==> config.mk <==
export PLATFORM = sky130hd
export DESIGN_NAME = ipix_feeder
export DESIGN_NICKNAME = d
export VERILOG_FILES = /design/src/rtl/ipix_feeder.sv
export SDC_FILE = /design/constraint.sdc
export NUM_CORES = 1
export LEC_CHECK = 0
export ABC_AREA = 0
export CAP_MARGIN = 20
export CORE_MARGIN = 3
export CORE_UTILIZATION = 45
export CTS_CLUSTER_SIZE = 10
export DETAILED_ROUTE_END_ITERATION = 7
export RECOVER_POWER = 50
export SLEW_MARGIN = 5
export SYNTH_ARGS = -nofsm -noshare
export SYNTH_HDL_FRONTEND = slang
export SYNTH_SLANG_ARGS = --single-unit
export TNS_END_PERCENT = 5
==> constraint.sdc <==
create_clock -name i_clk -period 17.38 [get_ports i_clk]
set_input_delay 3.476 -clock i_clk [delete_from_list [all_inputs] [get_ports i_clk]]
set_output_delay 3.476 -clock i_clk [all_outputs]
set_load 0.05 [all_outputs]
==> src/rtl/ipix_feeder.sv <==
// Input-pixel feeder: buffers upstream pixels through a small registered FIFO
// and tags window-group boundaries on the way to the PE input pad.
module ipix_feeder #(
  parameter int DWd       = 8,
  parameter int CfgWd     = 8,
  parameter int FifoDepth = 4
) (
  input  logic             i_clk,
  input  logic             i_rst,
  input  logic             i_start,
  input  logic [CfgWd-1:0] i_conf_Pch,
  input  logic [CfgWd-1:0] i_conf_R,
  input  logic [CfgWd-1:0] i_conf_U,
  input  logic [CfgWd-1:0] i_conf_Tw,
  input  logic             i_gpix_valid,
  output logic             o_gpix_ready,
  input  logic [DWd-1:0]   i_gpix,
  output logic             o_ipix_valid,
  input  logic             i_ipix_ready,
  output logic [DWd-1:0]   o_ipix,
  output logic             o_ipix_zero,
  output logic             o_ipix_last,
  output logic             o_busy,
  output logic             o_done,
  output logic             o_err
);
  localparam int W2 = 2 * CfgWd;
  localparam int AW = (FifoDepth > 1) ? $clog2(FifoDepth) : 1;
  localparam int CW = $clog2(FifoDepth + 1);

  typedef enum logic [2:0] {IDLE, FILL, SLIDE, DRAIN, DONE} state_t;
  state_t state;

  logic [CfgWd-1:0] pch, r, u, tw;
  logic [W2-1:0]    fill_sz, slide_sz, tw_w;
  logic [DWd-1:0]   mem [FifoDepth];
  logic [AW-1:0]    wptr, rptr;
  logic [CW-1:0]    cnt;
  logic [W2-1:0]    in_cnt, in_win, out_cnt, out_win;
  logic             in_done;
  logic             full, empty, push, pop, cfg_bad;
  logic [W2-1:0]    in_gsz, out_gsz;
  logic             in_glast, in_wlast, out_glast, out_wlast;

  assign fill_sz  = W2'(pch) * W2'(r);
  assign slide_sz = W2'(pch) * W2'(u);
  assign tw_w     = W2'(tw);

  assign full  = (cnt == CW'(FifoDepth));
  assign empty = (cnt == '0);

  // Input and output sides walk the same group structure independently:
  // first group Pch*R pixels, every later group Pch*U pixels, Tw groups.
  assign in_gsz    = (in_win == '0) ? fill_sz : slide_sz;
  assign out_gsz   = (out_win == '0) ? fill_sz : slide_sz;
  assign in_glast  = (in_cnt == in_gsz - W2'(1));
  assign in_wlast  = (in_win == tw_w - W2'(1));
  assign out_glast = (out_cnt == out_gsz - W2'(1));
  assign out_wlast = (out_win == tw_w - W2'(1));

  assign o_gpix_ready = ((state == FILL) || (state == SLIDE)) && !full && !in_done;
  assign o_ipix_valid = !empty;
  assign o_ipix       = o_ipix_valid ? mem[rptr] : '0;
  assign o_ipix_zero  = o_ipix_valid && (mem[rptr] == '0);
  assign o_ipix_last  = o_ipix_valid && out_glast;

  assign push = i_gpix_valid && o_gpix_ready;
  assign pop  = o_ipix_valid && i_ipix_ready;

  assign cfg_bad = (i_conf_Pch == '0) || (i_conf_R == '0) || (i_conf_Tw == '0) ||
                   (i_conf_U == '0) || (i_conf_U > i_conf_R);

  always_ff @(posedge i_clk)
    if (push) mem[wptr] <= i_gpix;

  always_ff @(posedge i_clk) begin
    if (i_rst) begin
      state   <= IDLE;
      pch     <= '0;
      r       <= '0;
      u       <= '0;
      tw      <= '0;
      wptr    <= '0;
      rptr    <= '0;
      cnt     <= '0;
      in_cnt  <= '0;
      in_win  <= '0;
      out_cnt <= '0;
      out_win <= '0;
      in_done <= 1'b0;
      o_busy  <= 1'b0;
      o_done  <= 1'b0;
      o_err   <= 1'b0;
    end else begin
      o_done <= 1'b0;
      o_err  <= 1'b0;

      if (push) wptr <= (wptr == AW'(FifoDepth - 1)) ? '0 : wptr + AW'(1);
      if (pop)  rptr <= (rptr == AW'(FifoDepth - 1)) ? '0 : rptr + AW'(1);
      case ({push, pop})
        2'b10:   cnt <= cnt + CW'(1);
        2'b01:   cnt <= cnt - CW'(1);
        default: cnt <= cnt;
      endcase

      if (push) begin
        if (in_glast) begin
          in_cnt <= '0;
          in_win <= in_win + W2'(1);
          if (in_wlast) in_done <= 1'b1;
        end else begin
          in_cnt <= in_cnt + W2'(1);
        end
      end

      if (pop) begin
        if (out_glast) begin
          out_cnt <= '0;
          out_win <= out_win + W2'(1);
        end else begin
          out_cnt <= out_cnt + W2'(1);
        end
      end

      case (state)
        IDLE: if (i_start) begin
          pch     <= i_conf_Pch;
          r       <= i_conf_R;
          u       <= i_conf_U;
          tw      <= i_conf_Tw;
          in_cnt  <= '0;
          in_win  <= '0;
          out_cnt <= '0;
          out_win <= '0;
          in_done <= 1'b0;
          if (cfg_bad) begin
            state  <= DONE;
            o_done <= 1'b1;
            o_err  <= 1'b1;
          end else begin
            state  <= FILL;
            o_busy <= 1'b1;
          end
        end
        FILL, SLIDE: begin
          // Outputs trail inputs by at least a cycle, so the final output
          // transfer always lands in DRAIN.
          if (push && in_glast && in_wlast)
            state <= DRAIN;
          else if ((state == FILL) && pop && out_glast && (tw_w > W2'(1)))
            state <= SLIDE;
        end
        DRAIN: if (pop && out_glast && out_wlast) begin
          state  <= DONE;
          o_busy <= 1'b0;
          o_done <= 1'b1;
        end
        DONE:    state <= IDLE;
        default: state <= IDLE;
      endcase
    end
  end
endmodule
==> flow_metrics.py <==
metrics = {
    "route": {
        "drc_errors": 0,
        "viasPerCell": 5.48,
        "antenna_left": 0,
        "dr.pass1.iters": 5,
        "num_vias": 10800,
        "first_iter_violations": 701,
        "routed_wl_um": 32900,
        "post_drt_wl_per_cell_um": 16.7,
    },
    "synth": {
        "synth_compound_gate_area_share_pct": 11.7,
        "synth_top_family_by_area": "simple AND/OR/NAND/NOR gates",
        "synth-simple-area-share_pct": 24.4,
        "yosysWarnings": 0,
        "synth.largest_area_cell": "dfxtp_1",
        "avgSynthCellArea_um2": 8.41,
        "netlist_area_um2": 13300,
        "synth-xor-area-share_pct": 9.47,
        "synth-edff-count": 32,
        "synth_ff_type": "dfxtp_1",
        "synth_mux_area_share_pct": 3.67,
        "syn-num-nets": 1791,
        "synthCells": 1577,
        "synth.area.top_cells": "dfxtp_1, fa_1, ha_1",
        "synth_top_area_share_pct": 16.9,
        "synthArstFlopShare_pct": 0,
        "synth-seq-cells": 144,
        "synth_cell_types": 88,
        "synthAdderAreaFrac_pct": 20.1,
        "yosysSeqAreaShare_pct": 24.2,
    },
    "sta": {
        "fmax_mhz": 90.7,
        "rsz0062_at_grt": "false",
        "finalSetupViolCount": 0,
        "worstMarginPinSlew_ns": 1.02,
        "hold_violations": 0,
        "skew_ns": 0.0168,
        "period_minus_slack_ns": 11.02,
        "finalMaxSlewViolations": 0,
        "fin_tns_setup_ns": 0,
        "max_slew_margin_pct": 31.6,
        "fin_crit_sh_pct": 63.4,
    },
    "outcome": {
        "outcome": "completed",
    },
    "global_route": {
        "antenna_found_initial": 1,
        "grt_max_degree": 47,
        "grt_pass1_vias": 10500,
        "grt_usage_pct": 21.5,
        "gr-total-overflow": 0,
        "grt_pass1_wl_um": 54900,
    },
    "clocking": {
        "cts_setup_buffers": 0,
        "clkTransAtPathRegs_ns": 0.07,
        "clk_latency_ns": 0.43,
        "cts_sinks": 144,
        "h-tree-depth": 4,
        "clockBufferDepth": 2,
        "hold_buffers": 0,
        "cts_made_buffers": 17,
        "post_cts_resized": 0,
        "cts_tree": "built",
        "cts-root-buf": "clkbuf_16",
    },
    "power": {
        "p_leak_nw": 5.93,
        "p_per_area_nw_per_um2": 101,
        "ir_worst_vdd_uv": 61.8,
    },
    "placed_design": {
        "place_congestion": 0.906,
        "dp.final_hpwl_um": 25800,
        "port_buffers": 59,
    },
    "worst_setup_path": {
        "startpoint_type": "flop",
        "cp.arrival_ns": 7.55,
        "crit_required_ns": 13.90,
        "r2r_slack_ns": 10.24,
        "path_class": "reg2out",
        "crit_fanout": 17,
        "endpoint_kind": "output pin",
    },
    "floorplanning": {
        "die_height_um": 178,
        "die_x_um": 178,
        "io_pins": 60,
        "start_util_pct": 46.0,
        "dieArea_um2": 31600,
        "core_region_area_um2": 28900,
        "rows": 62,
    },
    "layout": {
        "fin_util_pct": 50.7,
        "layout-drive-gt1-share_pct": 5.15,
        "nFillCells": 2804,
        "syn2layout_area_growth_pct": 10.3,
        "nets": 1793,
        "diodes": 0,
    },
    "job": {
        "maxCapViolCount": 0,
    },
    "worst_hold_path": {
        "min_path_type": "reg2reg",
    },
}
-- state kept, by name, summed over array words and instances, names as in the netlist, named ones only --
| name | count |
|---|---|
| o_done | 1 |
| in_cnt | 16 |
| in_win | 16 |
| r | 8 |
| rptr | 2 |
| in_done | 1 |
| out_win | 16 |
| cnt | 3 |
| mem | 32 |
| u | 8 |
| tw | 8 |
| out_cnt | 16 |
| o_busy | 1 |
| o_err | 1 |
| pch | 8 |
| wptr | 2 |
| state | 3 |
-- cells in the mapped netlist (8+ instances only) --
cell type / n
fa_1: 73
o21a_1: 12
and3_1: 27
mux4_2: 8
nand2_1: 203
clkbuf_1: 61
a21oi_1: 78
or3_1: 13
xor2_1: 64
nor4_1: 24
o21ai_0: 31
nor2_1: 118
buf_2: 12
nand3_1: 42
ha_1: 96
and4_1: 10
nand4_1: 35
a211oi_1: 12
and2_1: 91
nor3_1: 38
dfxtp_1: 112
inv_1: 135
xnor2_1: 67
mux2i_1: 25
edfxtp_1: 32
o211ai_1: 11
a21o_1: 11
-- cell usage in the layout, fill, tap and decap left out, drive strengths merged, types with 48 or more instances in the layout --
cell	Yosys	final
a21oi	78	78
and2	91	91
clkdlybuf4s50	0	48
dfxtp	112	112
fa	73	73
ha	96	96
inv	135	145
nand2	204	204
nor2	118	118
xnor2	67	67
xor2	65	65
-- stage by stage --
stage / hold slack, ns / setup slack (ns) / power, mW / instances / area (um2)
4_1_cts: 0.460 / 6.32 / 1.48 / 1974 / 14600
5_1_grt: 0.501 / 5.82 / 1.58 / 1976 / 14600
3_5_place_dp: 0.450 / 6.80 / 1.11 / 1942 / 14000
6_report: 0.461 / 6.36 / 1.48 / 1976 / 14600
2_1_floorplan: 0.425 / 7.83 / 0.939 / 1577 / 13300
3_3_place_gp: 0.441 / 6.92 / 1.10 / 1942 / 14000
-- cell type report --
type	count	area, um2	share of cell area (%)
multi-input combinational	1212	9190	62.8
sequential	144	3200	21.9
timing repair buffer	67	651	4.45
inverter	137	514	3.52
tap	384	480	3.28
clock buffer	17	425	2.91
clock inverter	15	166	1.14
-- cell families (layout without fill, tap and decap cells) --
logic type	count (synthesis)	after routing
XOR/XNOR	136	136
adder cells (fa/ha/maj)	169	169
AO/OA/AOI/OAI	229	229
flip-flops	144	144
AND/OR/NAND/NOR	640	640
multiplexers	38	38
buffers and inverters	221	236
-- worst max-delay path: stages, from the launching register on --
cell,delay [ns]
dfxtp_1,0.70
nand2_1,0.16
fa_1,0.44
inv_1,0.08
fa_1,0.42
inv_1,0.09
fa_1,0.40
fa_1,0.48
inv_1,0.04
ha_1,0.36
o21ai_0,0.21
nor4_1,0.62
o21ai_0,0.20
a211oi_1,0.50
mux2i_1,0.27
xnor2_1,0.29
xor2_1,0.17
a31oi_1,0.22
or3_1,0.52
nor2_1,0.14
clkdlybuf4s50_1,0.81
-- layer usage --
metal	track usage, %	vias up	share of wire (%)
li1	-	5398	-
met1	31.5	5164	49
met2	33.7	237	45
met3	3.40	33	4.4
met4	4.19	2	1.1
met5	0	-	0.040
-- final timing paths --
kind	startpoint	endpoint	cells past startpoint
max	pch[3]	o_ipix_last	20
max reg2reg	pch[3]	out_win[6]	21
min reg2reg	in_done	in_done	2
min	in_done	in_done	2
-- where the power goes --
group / switching, mW / internal [mW]
registers: 0.0545 / 0.371
clock network: 0.165 / 0.205
logic: 0.415 / 0.265
total: 0.635 / 0.840
Note: power is estimated with default switching activity, not from simulation.
